===== config.mk =====
export PLATFORM = sky130hd
export DESIGN_NAME = instruction_loader
export DESIGN_NICKNAME = d
export VERILOG_FILES = /design/src/rtl/instruction_loader_pkg.sv /design/src/rtl/instruction_loader_byte_asm.sv /design/src/rtl/instruction_loader.sv
export SDC_FILE = /design/constraint.sdc
export NUM_CORES = 1
export LEC_CHECK = 0
export BUFFER_PORTS_ARGS = -buffer_cell sky130_fd_sc_hd__buf_2
export CORE_ASPECT_RATIO = 0.6
export CORE_MARGIN = 1.5
export CORE_UTILIZATION = 54
export DETAILED_ROUTE_END_ITERATION = 8
export PLACE_DENSITY = 0.8
export SLEW_MARGIN = 20
export SYNTH_ARGS = -nofsm -noshare
export SYNTH_HDL_FRONTEND = slang
export SYNTH_SLANG_ARGS = --single-unit

===== constraint.sdc =====
create_clock -name Clock -period 3.4 [get_ports Clock]
set_input_delay 0.17 -clock Clock [delete_from_list [all_inputs] [get_ports Clock]]
set_output_delay 0.17 -clock Clock [all_outputs]
set_load 0.02 [all_outputs]

===== src/rtl/instruction_loader_pkg.sv =====
// Shared types and constants for the serial instruction loader.
// The CHECK state only exists when LOADER_CHECKSUM_EN is defined.
package instruction_loader_pkg;

  localparam int MEM_DEPTH_DEF = 100;
  localparam int INSTR_W       = 32;

  typedef enum logic [2:0] {
    IDLE,
    RECV,
    WRITE,
`ifdef LOADER_CHECKSUM_EN
    CHECK,
`endif
    DONE
  } state_e;

endpackage


===== src/rtl/instruction_loader_byte_asm.sv =====
// byte_assembler: packs four bytes big-endian into one instruction word.
// word_ready_o flags the cycle in which the fourth byte is being shifted in.
module byte_assembler
  import instruction_loader_pkg::*;
(
  input  logic               clk_i,
  input  logic               rst_i,
  input  logic               clr_i,
  input  logic               shift_i,
  input  logic [7:0]         byte_i,
  output logic [INSTR_W-1:0] word_o,
  output logic               word_ready_o
);

  logic [INSTR_W-1:0] word_q;
  logic [1:0]         cnt_q;

  always_ff @(posedge clk_i) begin
    if (rst_i || clr_i) begin
      word_q <= '0;
      cnt_q  <= '0;
    end else if (shift_i) begin
      word_q <= {word_q[INSTR_W-9:0], byte_i};
      cnt_q  <= cnt_q + 2'd1;
    end
  end

  assign word_o       = word_q;
  assign word_ready_o = shift_i && (cnt_q == 2'd3);

endmodule


===== src/rtl/instruction_loader.sv =====
// Streams bytes into 32-bit words and writes them to instruction memory.
// Define LOADER_CHECKSUM_EN to append a 4-byte sum check after the last word.
module instruction_loader
  import instruction_loader_pkg::*;
#(
  parameter int MEM_DEPTH  = MEM_DEPTH_DEF,
  parameter int ADDR_WIDTH = 32
) (
  input  logic                  Clock,
  input  logic                  Reset,
  input  logic                  Start,
  input  logic [6:0]            WordCount,
  input  logic [7:0]            ByteData,
  input  logic                  ByteValid,
  output logic                  ByteReady,
  output logic                  MemWrite,
  output logic [ADDR_WIDTH-1:0] MemAddress,
  output logic [INSTR_W-1:0]    MemData,
  output logic                  Busy,
  output logic                  Done,
  output logic                  Error
);

  localparam logic [ADDR_WIDTH-1:0] ADDR_ONE = 1;

  state_e                state_q, state_d;
  logic [ADDR_WIDTH-1:0] addr_q, addr_d;
  logic [6:0]            left_q, left_d;
  logic                  err_q, err_d;
`ifdef LOADER_CHECKSUM_EN
  logic [INSTR_W-1:0]    acc_q, acc_d;
`endif

  logic               idle_like, start_ok, wc_bad, xfer, word_ready;
  logic [INSTR_W-1:0] word;

  assign idle_like = (state_q == IDLE) || (state_q == DONE);
  assign start_ok  = Start && idle_like;
  assign wc_bad    = (WordCount == 7'd0) || (32'(WordCount) > MEM_DEPTH);
  assign xfer      = ByteValid && ByteReady;

  byte_assembler u_asm (
    .clk_i       (Clock),
    .rst_i       (Reset),
    .clr_i       (start_ok),
    .shift_i     (xfer),
    .byte_i      (ByteData),
    .word_o      (word),
    .word_ready_o(word_ready)
  );

  always_comb begin
    state_d = state_q;
    addr_d  = addr_q;
    left_d  = left_q;
    err_d   = err_q;
`ifdef LOADER_CHECKSUM_EN
    acc_d   = acc_q;
`endif
    case (state_q)
      IDLE, DONE: begin
        if (Start) begin
          // An out-of-range count ends the load immediately, with no transfers.
          err_d   = wc_bad;
          addr_d  = '0;
          left_d  = WordCount;
`ifdef LOADER_CHECKSUM_EN
          acc_d   = '0;
`endif
          state_d = wc_bad ? DONE : RECV;
        end
      end
      RECV: if (word_ready) state_d = WRITE;
      WRITE: begin
        addr_d = addr_q + ADDR_ONE;
        left_d = left_q - 7'd1;
`ifdef LOADER_CHECKSUM_EN
        acc_d   = acc_q + word;
        state_d = (left_q == 7'd1) ? CHECK : RECV;
`else
        state_d = (left_q == 7'd1) ? DONE : RECV;
`endif
      end
`ifdef LOADER_CHECKSUM_EN
      CHECK: begin
        if (word_ready) begin
          err_d   = ({word[INSTR_W-9:0], ByteData} != acc_q);
          state_d = DONE;
        end
      end
`endif
      default: state_d = IDLE;
    endcase
  end

  always_ff @(posedge Clock) begin
    if (Reset) begin
      state_q <= IDLE;
      addr_q  <= '0;
      left_q  <= '0;
      err_q   <= 1'b0;
`ifdef LOADER_CHECKSUM_EN
      acc_q   <= '0;
`endif
    end else begin
      state_q <= state_d;
      addr_q  <= addr_d;
      left_q  <= left_d;
      err_q   <= err_d;
`ifdef LOADER_CHECKSUM_EN
      acc_q   <= acc_d;
`endif
    end
  end

`ifdef LOADER_CHECKSUM_EN
  assign ByteReady = (state_q == RECV) || (state_q == CHECK);
`else
  assign ByteReady = (state_q == RECV);
`endif
  // Address/data are forced to zero outside the write strobe.
  assign MemWrite   = (state_q == WRITE);
  assign MemAddress = MemWrite ? addr_q : '0;
  assign MemData    = MemWrite ? word : '0;
  assign Busy       = !idle_like;
  assign Done       = (state_q == DONE);
  assign Error      = Done && err_q;

endmodule


==> results by group, run 1 <==
Status
  • Outcome: finished clean

Synthesis
  • Synth Cell Area: 0.003819 mm^2
  • Mapped Cells: 494
  • Area leader, netlist: dfxtp_1
  • Most frequent cells after synthesis: nand2_1, dfxtp_1, and2_1, a21oi_1, clkbuf_1
  • Ys async rst share: 0%
  • Synth Area per Inst: 7.730 um^2
  • Syn Nets: 520
  • Most frequent cell after synthesis: nand2_1
  • Yosys reg bits: 76
  • Most common flop cell mapped by yosys: dfxtp_1
  • Top post-synthesis cells by area: dfxtp_1, and2_1, nand2_1
  • EDFF count, synth: 0
  • Netlist cell types: 43
  • Synth warn: 0
  • Synth top area share: 39.84%
  • Sequential-to-total area share from yosys stat: 39.84%

STA
  • Worst hold slack: 0.06797 ns
  • Fin crit period: 2.608 ns
  • Worst Max-Slew Pin Slew: 1.050 ns
  • Highest Clock Rate: 0.3834 GHz
  • Slew Limit Fails: 0
  • Skew final: 0.004898 ns
  • Final-report setup violation count: 0
  • Final hold vios: 0
  • Setup TNS: 0 ns
  • Final worst path period share: 76.72%
  • Slew headroom: 29.82%
  • RSZ-0062 raised after global routing: false

Placement
  • IO buf count: 87
  • Routability cong.: 0.8716
  • HPWL Detailed: 6436 um
  • Post-place instance area: 0.004263 mm^2

Min path
  • Min-delay src: ByteData[3]
  • Worst Hold Class: in -> reg

Power
  • Worst VDD drop: 421.4 uV
  • P_leak: 1.834 nW
  • Power per cell area: 534.1 mW/mm^2

Run
  • Maxcap violations: 0

Final layout
  • Utilization after layout: 68.03%
  • FF/Latch Area: 0.001521 mm^2
  • Design Area, Final: 0.004601 mm^2
  • Layout area overhead: 20.48%
  • Multi-input logic area: 0.002122 mm^2
  • Share of layout cells above drive strength 1: 19.30%
  • Antenna cells: 0
  • Fillers: 568
  • Final nets: 591

Global route
  • Met3 Usage GRT: 6.466%
  • Largest net degree at the start of global routing: 76
  • Antenna violations before repair: 0
  • Tot GR Track Use: 25.61%
  • Busiest grt layer: met2
  • Met2 usage in global routing: 39.57%
  • GRT overflow: 0
  • GR Util met1: 34.93%
  • Vias in the first global route: 3237
  • First-pass GRT wire length: 15450 um

Drt
  • Average routed wire per standard cell: 14.27 um
  • DR iter-0 viols: 239
  • Drt pass-1 iters: 5
  • Detailed Route WL: 9373 um
  • Post-route DRC: 0
  • Post-DRT Antenna Nets: 0
  • DR vias/cell: 5.610
  • Via count: 3686

CTS
  • Max clock buf depth: 2
  • Setup bufs post-CTS: 0
  • # resized after CTS: 0
  • Worst-path clk slew: 0.06 ns
  • CTS Sinks: 76
  • CTS tree: yes
  • Post-CTS Hold Fix Bufs: 0
  • Clock root buffer master: clkbuf_16
  • Skew-Pair Late Insertion Delay: 0.34 ns
  • H-tree level count: 3
  • CTS Buf Count: 9

Floorplan
  • Row count: 23
  • Initial core utilization: 56.47%
  • Core Area: 0.006763 mm^2
  • Chip width: 111.6 um
  • Ports: 88
  • Die footprint: 0.007602 mm^2
  • Die height: 68.14 um

Setup path
  • Crit path required time: 3.67 ns
  • Worst setup path startpoint: state_q[0]
  • Critical path fanouts, max: 20
  • Worst R2R Start: state_q[0]
  • Critical Path Sink Type: flip-flop
  • Critical path class: reg -> reg
  • CP startpoint kind: flip-flop
  • Crit path DAT: 2.88 ns
-- layout make-up --
class                   count  area share (%)
multi-input cells         376           46.12
flip-flops and latches     76           33.07
repair buffers             92           10.28
clock buffers              13           5.874
well taps                  87           2.366
clock inverters             3           1.469
inverters                  10          0.8159
-- state kept, by name (all words and copies together) (netlist names) --
| signal | cells |
|---|---|
| state_q | 2 |
| left_q | 7 |
| u_asm.word_o | 32 |
| addr_q | 32 |
| err_q | 1 |
| u_asm.cnt_q | 2 |
-- cell families (layout without fill, tap and decap cells) --
family                   count (synthesis)  count (layout)  share of synthesized area (%)
multiplexers                             5               5                          1.376
AO/OA/AOI/OAI                          107             107                          16.09
XOR/XNOR                                 7               7                          1.606
AND/OR/NAND/NOR                        250             250                          34.14
adder cells (fa/ha/maj)                  7               7                          2.293
buffers and inverters                   42             118                          4.653
flip-flops                              76              76                          39.84
-- through the flow --
| stage | cells | power (W) | setup WS [ns] |
|---|---|---|---|
| 2_1_floorplan | 494 | 0.001299 | 0.9701 |
| 3_3_place_gp | 641 | 0.001386 | 0.9161 |
| 3_5_place_dp | 641 | 0.001402 | 0.8189 |
| 4_1_cts | 657 | 0.002461 | 0.8087 |
| 5_1_grt | 657 | 0.002551 | 0.6577 |
| 6_report | 657 | 0.002457 | 0.7917 |
-- layer usage --
layer	up-vias	share of wire, %
li1	1857	-
met1	1700	48
met2	118	43
met3	11	7.3
met4	0	1.6
met5	-	0
-- worst max-delay path: stages (launching register included) --
cell	delay, ns
dfxtp_1	0.37
inv_1	0.06
ha_2	0.40
mux2i_1	0.13
or4_1	0.83
or4_1	0.59
a21oi_1	0.16
-- final timing paths --
kind,to,slack (ns),cells after the start
min reg2reg,u_asm.word_o[24],0.45,2
max reg2reg,addr_q[22],0.79,6
min,u_asm.word_o[3],0.07,3
max,addr_q[22],0.79,6
-- report_power, final --
group          leakage [nW]  total (W)  switching [W]  internal (W)
registers             0.614   0.000959      0.0000326      0.000926
logic                  1.06   0.000433       0.000300      0.000133
clock network         0.162    0.00107       0.000362      0.000703
-- placed cells by master (no fill, tap or decap), types with 2 or more instances in the layout --
cell / synthesis / final
a32oi_1: 2 / 2
o21ai_0: 16 / 16
clkbuf_8: 0 / 3
inv_1: 10 / 10
xnor2_1: 5 / 5
and3_1: 2 / 2
nor3_1: 4 / 4
nand2b_1: 4 / 4
nand2_1: 92 / 92
nor2b_1: 2 / 2
ha_1: 7 / 6
a21oi_1: 64 / 64
a21o_1: 3 / 3
or3_1: 9 / 9
buf_2: 0 / 87
a22oi_1: 2 / 2
nand3_1: 11 / 11
or4_1: 15 / 15
o31ai_1: 12 / 12
dfxtp_1: 76 / 76
bufinv_16: 0 / 2
clkbuf_16: 0 / 9
nor2_1: 20 / 20
nand4_1: 8 / 8
and2_1: 67 / 67
nor4_1: 8 / 8
mux2_2: 2 / 2
mux2i_1: 3 / 3
xor2_1: 2 / 2
and4_1: 4 / 4
buf_4: 1 / 5
No activity file was read; power rests on OpenSTA's default activity.
==> run 2: changes to the inputs <==
--- a/config.mk
+++ b/config.mk
@@ -8,9 +8,9 @@
 export BUFFER_PORTS_ARGS = -buffer_cell sky130_fd_sc_hd__buf_2
 export CORE_ASPECT_RATIO = 0.6
 export CORE_MARGIN = 1.5
-export CORE_UTILIZATION = 54
+export CORE_UTILIZATION = 49
 export DETAILED_ROUTE_END_ITERATION = 8
-export PLACE_DENSITY = 0.8
+export PLACE_DENSITY = 0.76
 export SLEW_MARGIN = 20
 export SYNTH_ARGS = -nofsm -noshare
 export SYNTH_HDL_FRONTEND = slang
==> constraint.sdc (replaced) <==
create_clock -name Clock -period 2.15 [get_ports Clock]
set_input_delay 0.1075 -clock Clock [delete_from_list [all_inputs] [get_ports Clock]]
set_output_delay 0.1075 -clock Clock [all_outputs]
set_load 0.02 [all_outputs]
==> run 2 against run 1 <==
  * Global-route usage shrank 0.69 points
  * Die area is 9.8% higher
  * Critical path type unchanged
  * Total power grew 56%
  * Register-to-register slack got worse by 0.79 ns
  * Largest power group unchanged
==> results by group, run 2 (synthesis results as in run 1) <==
Floorplan
  • Die height: 71.38 um (+4.8%)
  • Initial core utilization: 51.48% (-5.0 points)
  • Chip width: 117.0 um (+4.8%)
  • Ports: 88 (unchanged)
  • Row count: 24 (+4.3%)
  • Die footprint: 0.008349 mm^2 (+9.8%)
  • Core Area: 0.007417 mm^2 (+9.7%)

Final layout
  • FF/Latch Area: 0.001524 mm^2 (+0.16%)
  • Antenna cells: 0 (unchanged)
  • Fillers: 677 (+19%)
  • Final nets: 611 (+3.4%)
  • Multi-input logic area: 0.002168 mm^2 (+2.2%)
  • Share of layout cells above drive strength 1: 23.56% (+4.3 points)
  • Layout area overhead: 25.62%
  • Most common cell after layout, fill and taps aside: nand2_1
  • Commonest non-fill, non-tap cells in the layout: nand2_1, buf_2, dfxtp_1, and2_1, a21oi_1
  • Design Area, Final: 0.004797 mm^2 (+4.3%)

Global route
  • Antenna violations before repair: 0 (unchanged)
  • Largest net degree at the start of global routing: 76 (unchanged)
  • Tot GR Track Use: 24.92% (-0.69 points)
  • GRT overflow: 0 (unchanged)
  • First-pass GRT wire length: 16430 um (+6.3%)
  • Vias in the first global route: 3471 (+7.2%)

CTS
  • CTS tree: yes
  • Max clock buf depth: 2 (unchanged)
  • CTS Sinks: 76 (unchanged)
  • Skew-Pair Late Insertion Delay: 0.34 ns (about the same)
  • CTS Buf Count: 9 (unchanged)
  • H-tree level count: 3 (unchanged)
  • Clock root buffer master: clkbuf_16
  • Worst-path clk slew: 0.06 ns (about the same)
  • Post-CTS Hold Fix Bufs: 0 (unchanged)

Power
  • Worst VDD drop: 523.3 uV (+24%)
  • Total power: 0.003843 W (+56%)
  • Power per cell area: 801.2 mW/mm^2 (+50%)
  • P_leak: 1.920 nW (+4.7%)

Drt
  • Post-route DRC: 0 (unchanged)
  • DR iter-0 viols: 333 (+39%)
  • DR vias/cell: 5.499 (-2.0%)
  • Via count: 3816 (+3.5%)
  • Average routed wire per standard cell: 14.83 um (+3.9%)
  • Detailed Route WL: 10290 um (+9.8%)
  • Drt pass-1 iters: 5 (unchanged)
  • Post-DRT Antenna Nets: 0 (unchanged)

Setup path
  • Critical Path Sink Type: flip-flop
  • Crit path DAT: 2.36 ns (-0.52 ns)
  • Critical path fanouts, max: 10 (-50%)
  • CP startpoint kind: flip-flop
  • R2r setup slk: 0.004 ns (-0.79 ns)
  • Crit path required time: 2.37 ns (-1.30 ns)
  • Critical path class: reg -> reg

STA
  • Slew Limit Fails: 0 (unchanged)
  • Worst setup slack after layout: 0.003963 ns (-0.7877 ns)
  • Fin crit period: 2.146 ns (-0.4623 ns)
  • Final worst path period share: 99.82% (+23 points)
  • Skew final: 0.002367 ns (-0.002531 ns)
  • RSZ-0062 raised after global routing: true
  • Final-report setup violation count: 0 (unchanged)
  • Highest Clock Rate: 0.4660 GHz (+22%)
  • Slew headroom: 66.56% (+37 points)
  • Final hold vios: 0 (unchanged)
  • Setup TNS: 0 ns (unchanged)
  • Worst Max-Slew Pin Slew: 0.5005 ns (-0.5496 ns)

Run
  • Maxcap violations: 0 (unchanged)

Placement
  • Routability cong.: 0.8889 (+2.0%)
  • Post-place instance area: 0.004418 mm^2 (+3.6%)
  • IO buf count: 87 (unchanged)
  • HPWL Detailed: 6915 um (+7.4%)
  • Post-placement setup slack: 0.01638 ns (-0.8025 ns)

Min path
  • Worst Hold Class: in -> reg

Status
  • Outcome: finished clean
## run 2: cell types whose count changed in the layout (fill, tap and decap cells not counted), sizes merged
cell	previous run	this run
clkinv	0	2
clkbuf	13	12
bufinv	2	1
buf	92	112
## run 2: final cells by class
cell class                      count  area share [%]
Clock buffer                       12           5.347
Clock inverter                      4          0.9911
Inverter                           10          0.7825
Multi-Input combinational cell    376           45.20
Sequential cell                    76           31.77
Tap cell                          104           2.713
Timing Repair Buffer              112           13.20
## run 2: through the flow
stage	std cells	hold WS, ns	util [%]
finish	694	0.007786	64.68
global route	694	0.01376	64.68
CTS	690	0.001331	63.77
detailed placement	674	0.3572	59.56
global placement	674	0.3486	59.56
floorplan	494	0.2435	-
## run 2: timing repair
item,CTS,global route
resized for setup,2,11
cloned,0,2
setup buffers,0,2
setup endpoints to repair,3,16
## run 2: worst paths after layout
check	end	startpoint	cells past startpoint
setup / recovery	addr_q[22]	state_q[0]	8
hold / removal	u_asm.word_o[4]	ByteData[4]	3
setup reg to reg	addr_q[22]	state_q[0]	8
hold reg to reg	u_asm.word_o[30]	u_asm.word_o[30]	2
## run 2: metal layers
layer	vias to the layer above	GRT usage, %	wire length [um]
met1	1802	33.74	4921
met4	0	8.166	126
met2	111	39.31	4677
met5	-	0	0
met3	16	6.176	565
li1	1887	-	-
## run 2: power by group
group          internal, W  switching (W)
sequential         0.00147      0.0000482
combinational     0.000285       0.000504
clock             0.000958       0.000581
total              0.00271        0.00113
## run 2: critical path, cell delays in order, from the launching register on
cell,delay (ns)
dfxtp_2,0.33
inv_2,0.04
ha_4,0.22
mux2i_4,0.19
or4_4,0.46
buf_4,0.16
buf_2,0.17
o31ai_1,0.35
a21oi_2,0.09
==> run 3: changes to the inputs <==
--- a/config.mk
+++ b/config.mk
@@ -10,7 +10,7 @@
 export CORE_MARGIN = 1.5
 export CORE_UTILIZATION = 49
 export DETAILED_ROUTE_END_ITERATION = 8
-export PLACE_DENSITY = 0.76
+export PLACE_DENSITY = 0.75
 export SLEW_MARGIN = 20
 export SYNTH_ARGS = -nofsm -noshare
 export SYNTH_HDL_FRONTEND = slang
==> run 3 against run 2 <==
  * Cell count is 0.43% higher
  * Highest routed layer unchanged
  * Clock skew is 0.0016 ns higher
  * Non-clock buffer count is 3 higher
  * Flip-flop and latch count stayed put
  * Total power is 2.0% lower
  * Critical endpoint is now addr_q[21]
  * Core utilization is 1.0 points higher
  * Largest power group is now sequential cells
  * Die area stayed put
==> results by group, run 3 (synthesis results as in run 1) <==
Status
  • Outcome: finished clean

CTS
  • CTS Buf Count: 9 (unchanged)
  • CTS Sinks: 76 (unchanged)
  • Worst-path clk slew: 0.06 ns (about the same)
  • H-tree level count: 3 (unchanged)
  • Skew-Pair Late Insertion Delay: 0.34 ns (about the same)
  • CTS tree: yes
  • Max clock buf depth: 2 (unchanged)
  • Clock root buffer master: clkbuf_16

STA
  • Skew final: 0.003993 ns (+0.001626 ns)
  • Slew headroom: 65.54% (-1.0 points)
  • Final hold vios: 0 (unchanged)
  • Fin crit period: 2.132 ns (-0.01366 ns)
  • Final worst path period share: 99.18% (-0.64 points)
  • Slew Limit Fails: 0 (unchanged)
  • Worst setup slack after layout: 0.01762 ns (+0.01366 ns)
  • Highest Clock Rate: 0.4690 GHz (+0.64%)
  • Worst Max-Slew Pin Slew: 0.5157 ns (+0.01524 ns)
  • Final-report setup violation count: 0 (unchanged)
  • Worst hold slack: 0.009391 ns (+0.001605 ns)
  • RSZ-0062 raised after global routing: true
  • Setup TNS: 0 ns (unchanged)

Setup path
  • Critical path class: reg -> reg
  • Crit path DAT: 2.40 ns (+0.04 ns)
  • Critical Path Sink Type: flip-flop
  • Most frequent CP cell: or4_4
  • Max incr delay on CP: 0.48 ns (+0.02 ns)
  • Critical path fanouts, max: 5 (-5)
  • CP max-delay cell: or4_4
  • Crit path required time: 2.42 ns (+0.05 ns)
  • CP startpoint kind: flip-flop
  • R2r setup slk: 0.02 ns (about the same)
  • Crit-path cells: inv_2 -> ha_4 -> mux2i_4 -> or4_4 -> buf_12 -> or4_4 -> a21oi_2

Floorplan
  • Initial core utilization: 51.48% (unchanged)
  • Core Area: 0.007417 mm^2 (unchanged)
  • Chip width: 117.0 um (unchanged)
  • Die height: 71.38 um (unchanged)
  • Ports: 88 (unchanged)
  • Die footprint: 0.008349 mm^2 (unchanged)
  • Row count: 24 (unchanged)

Global route
  • Largest net degree at the start of global routing: 76 (unchanged)
  • GRT overflow: 0 (unchanged)
  • First-pass GRT wire length: 15530 um (-5.5%)
  • Vias in the first global route: 3319 (-4.4%)
  • Antenna violations before repair: 0 (unchanged)
  • Tot GR Track Use: 23.63% (-1.3 points)

Drt
  • Via count: 3801 (-0.39%)
  • Detailed Route WL: 9729 um (-5.5%)
  • Post-DRT Antenna Nets: 0 (unchanged)
  • Post-route DRC: 0 (unchanged)
  • Average routed wire per standard cell: 13.96 um (-5.9%)
  • DR iter-0 viols: 319 (-4.2%)
  • Drt pass-1 iters: 5 (unchanged)
  • DR vias/cell: 5.453 (-0.82%)

Final layout
  • Most common cell after layout, fill and taps aside: nand2_1
  • Commonest non-fill, non-tap cells in the layout: nand2_1, buf_2, dfxtp_1, and2_1, a21oi_1
  • Share of layout cells above drive strength 1: 23.78% (+0.22 points)
  • Antenna cells: 0 (unchanged)
  • Final nets: 614 (+0.49%)
  • Layout area overhead: 27.62%

Placement
  • Post-placement setup slack: 0.006095 ns (-0.01029 ns)
  • HPWL Detailed: 6468 um (-6.5%)
  • IO buf count: 87 (unchanged)
  • Routability cong.: 0.9297 (+4.6%)

Min path
  • Worst Hold Class: in -> reg

Power
  • Power per cell area: 773.1 mW/mm^2 (-3.5%)
  • Worst VDD drop: 451.8 uV (-14%)
  • P_leak: 1.969 nW (+2.5%)

Run
  • Maxcap violations: 0 (unchanged)
[run 3: cell count changes in the layout (fill, tap and decap cells not counted), sizes merged]
cell	change
dlygate4sd3	+3
buf	-2
clkbuf	+1
clkinv	+1
[run 3: cell type report]
class                           count  area, um^2
Multi-Input combinational cell    376        2188
Clock inverter                      5       52.55
Fill cell                         638        2544
Inverter                           10       37.54
Tap cell                          104       130.1
Clock buffer                       11       232.7
Sequential cell                    76        1524
Timing Repair Buffer              115       708.2
[run 3: worst paths after layout]
| check | from | depth (start not counted) | endpoint |
|---|---|---|---|
| worst max-delay path | state_q[0] | 7 | addr_q[21] |
| worst min-delay path | ByteData[3] | 3 | u_asm.word_o[3] |
| worst max register to register | state_q[0] | 7 | addr_q[21] |
| worst min register to register | u_asm.word_o[29] | 2 | u_asm.word_o[29] |
[run 3: layer usage]
| metal | wire length, um | up-vias | part of all wire [%] | global-route usage (%) |
|---|---|---|---|---|
| li1 | - | 1906 | - | - |
| met1 | 4765 | 1755 | 49 | 33.19 |
| met2 | 4198 | 127 | 43 | 34.83 |
| met3 | 621 | 13 | 6.4 | 6.345 |
| met4 | 143 | 0 | 1.5 | 9.103 |
| met5 | 0 | - | 0 | 0 |
[run 3: per-stage QoR]
stage | area [um^2] | total power, W | util [%] | std cells
finish | 4873 | 0.003767 | 65.71 | 697
global route | 4873 | 0.003944 | 65.71 | 697
CTS | 4748 | 0.003743 | 64.02 | 694
detailed placement | 4418 | 0.002261 | 59.56 | 674
global placement | 4418 | 0.002243 | 59.56 | 674
floorplan | 3846 | 0.002063 | - | 494
[run 3: critical path: cells and delay by family (launching register included)]
family,cells,cell delay (ns)
buffers and inverters,2,0.20
AO/OA/AOI/OAI,1,0.15
multiplexers,1,0.19
adder cells (fa/ha/maj),1,0.23
AND/OR/NAND/NOR,2,0.96
flip-flops,1,0.34
[run 3: power by group]
part / total (W) / leakage [nW] / internal [W] / switching, W
combinational: 0.000787 / 1.21 / 0.000285 / 0.000502
clock: 0.00147 / 0.139 / 0.000893 / 0.000573
sequential: 0.00152 / 0.615 / 0.00147 / 0.0000481
total: 0.00377 / 1.97 / 0.00264 / 0.00112
[run 3: timing repair]
action,CTS,global route
hold buffers,3,0
cloned,0,2
setup buffers,1,1
hold endpoints to repair,3,0
pin swaps,0,1
gates resized for setup,2,15
endpoints found under the setup margin,4,17
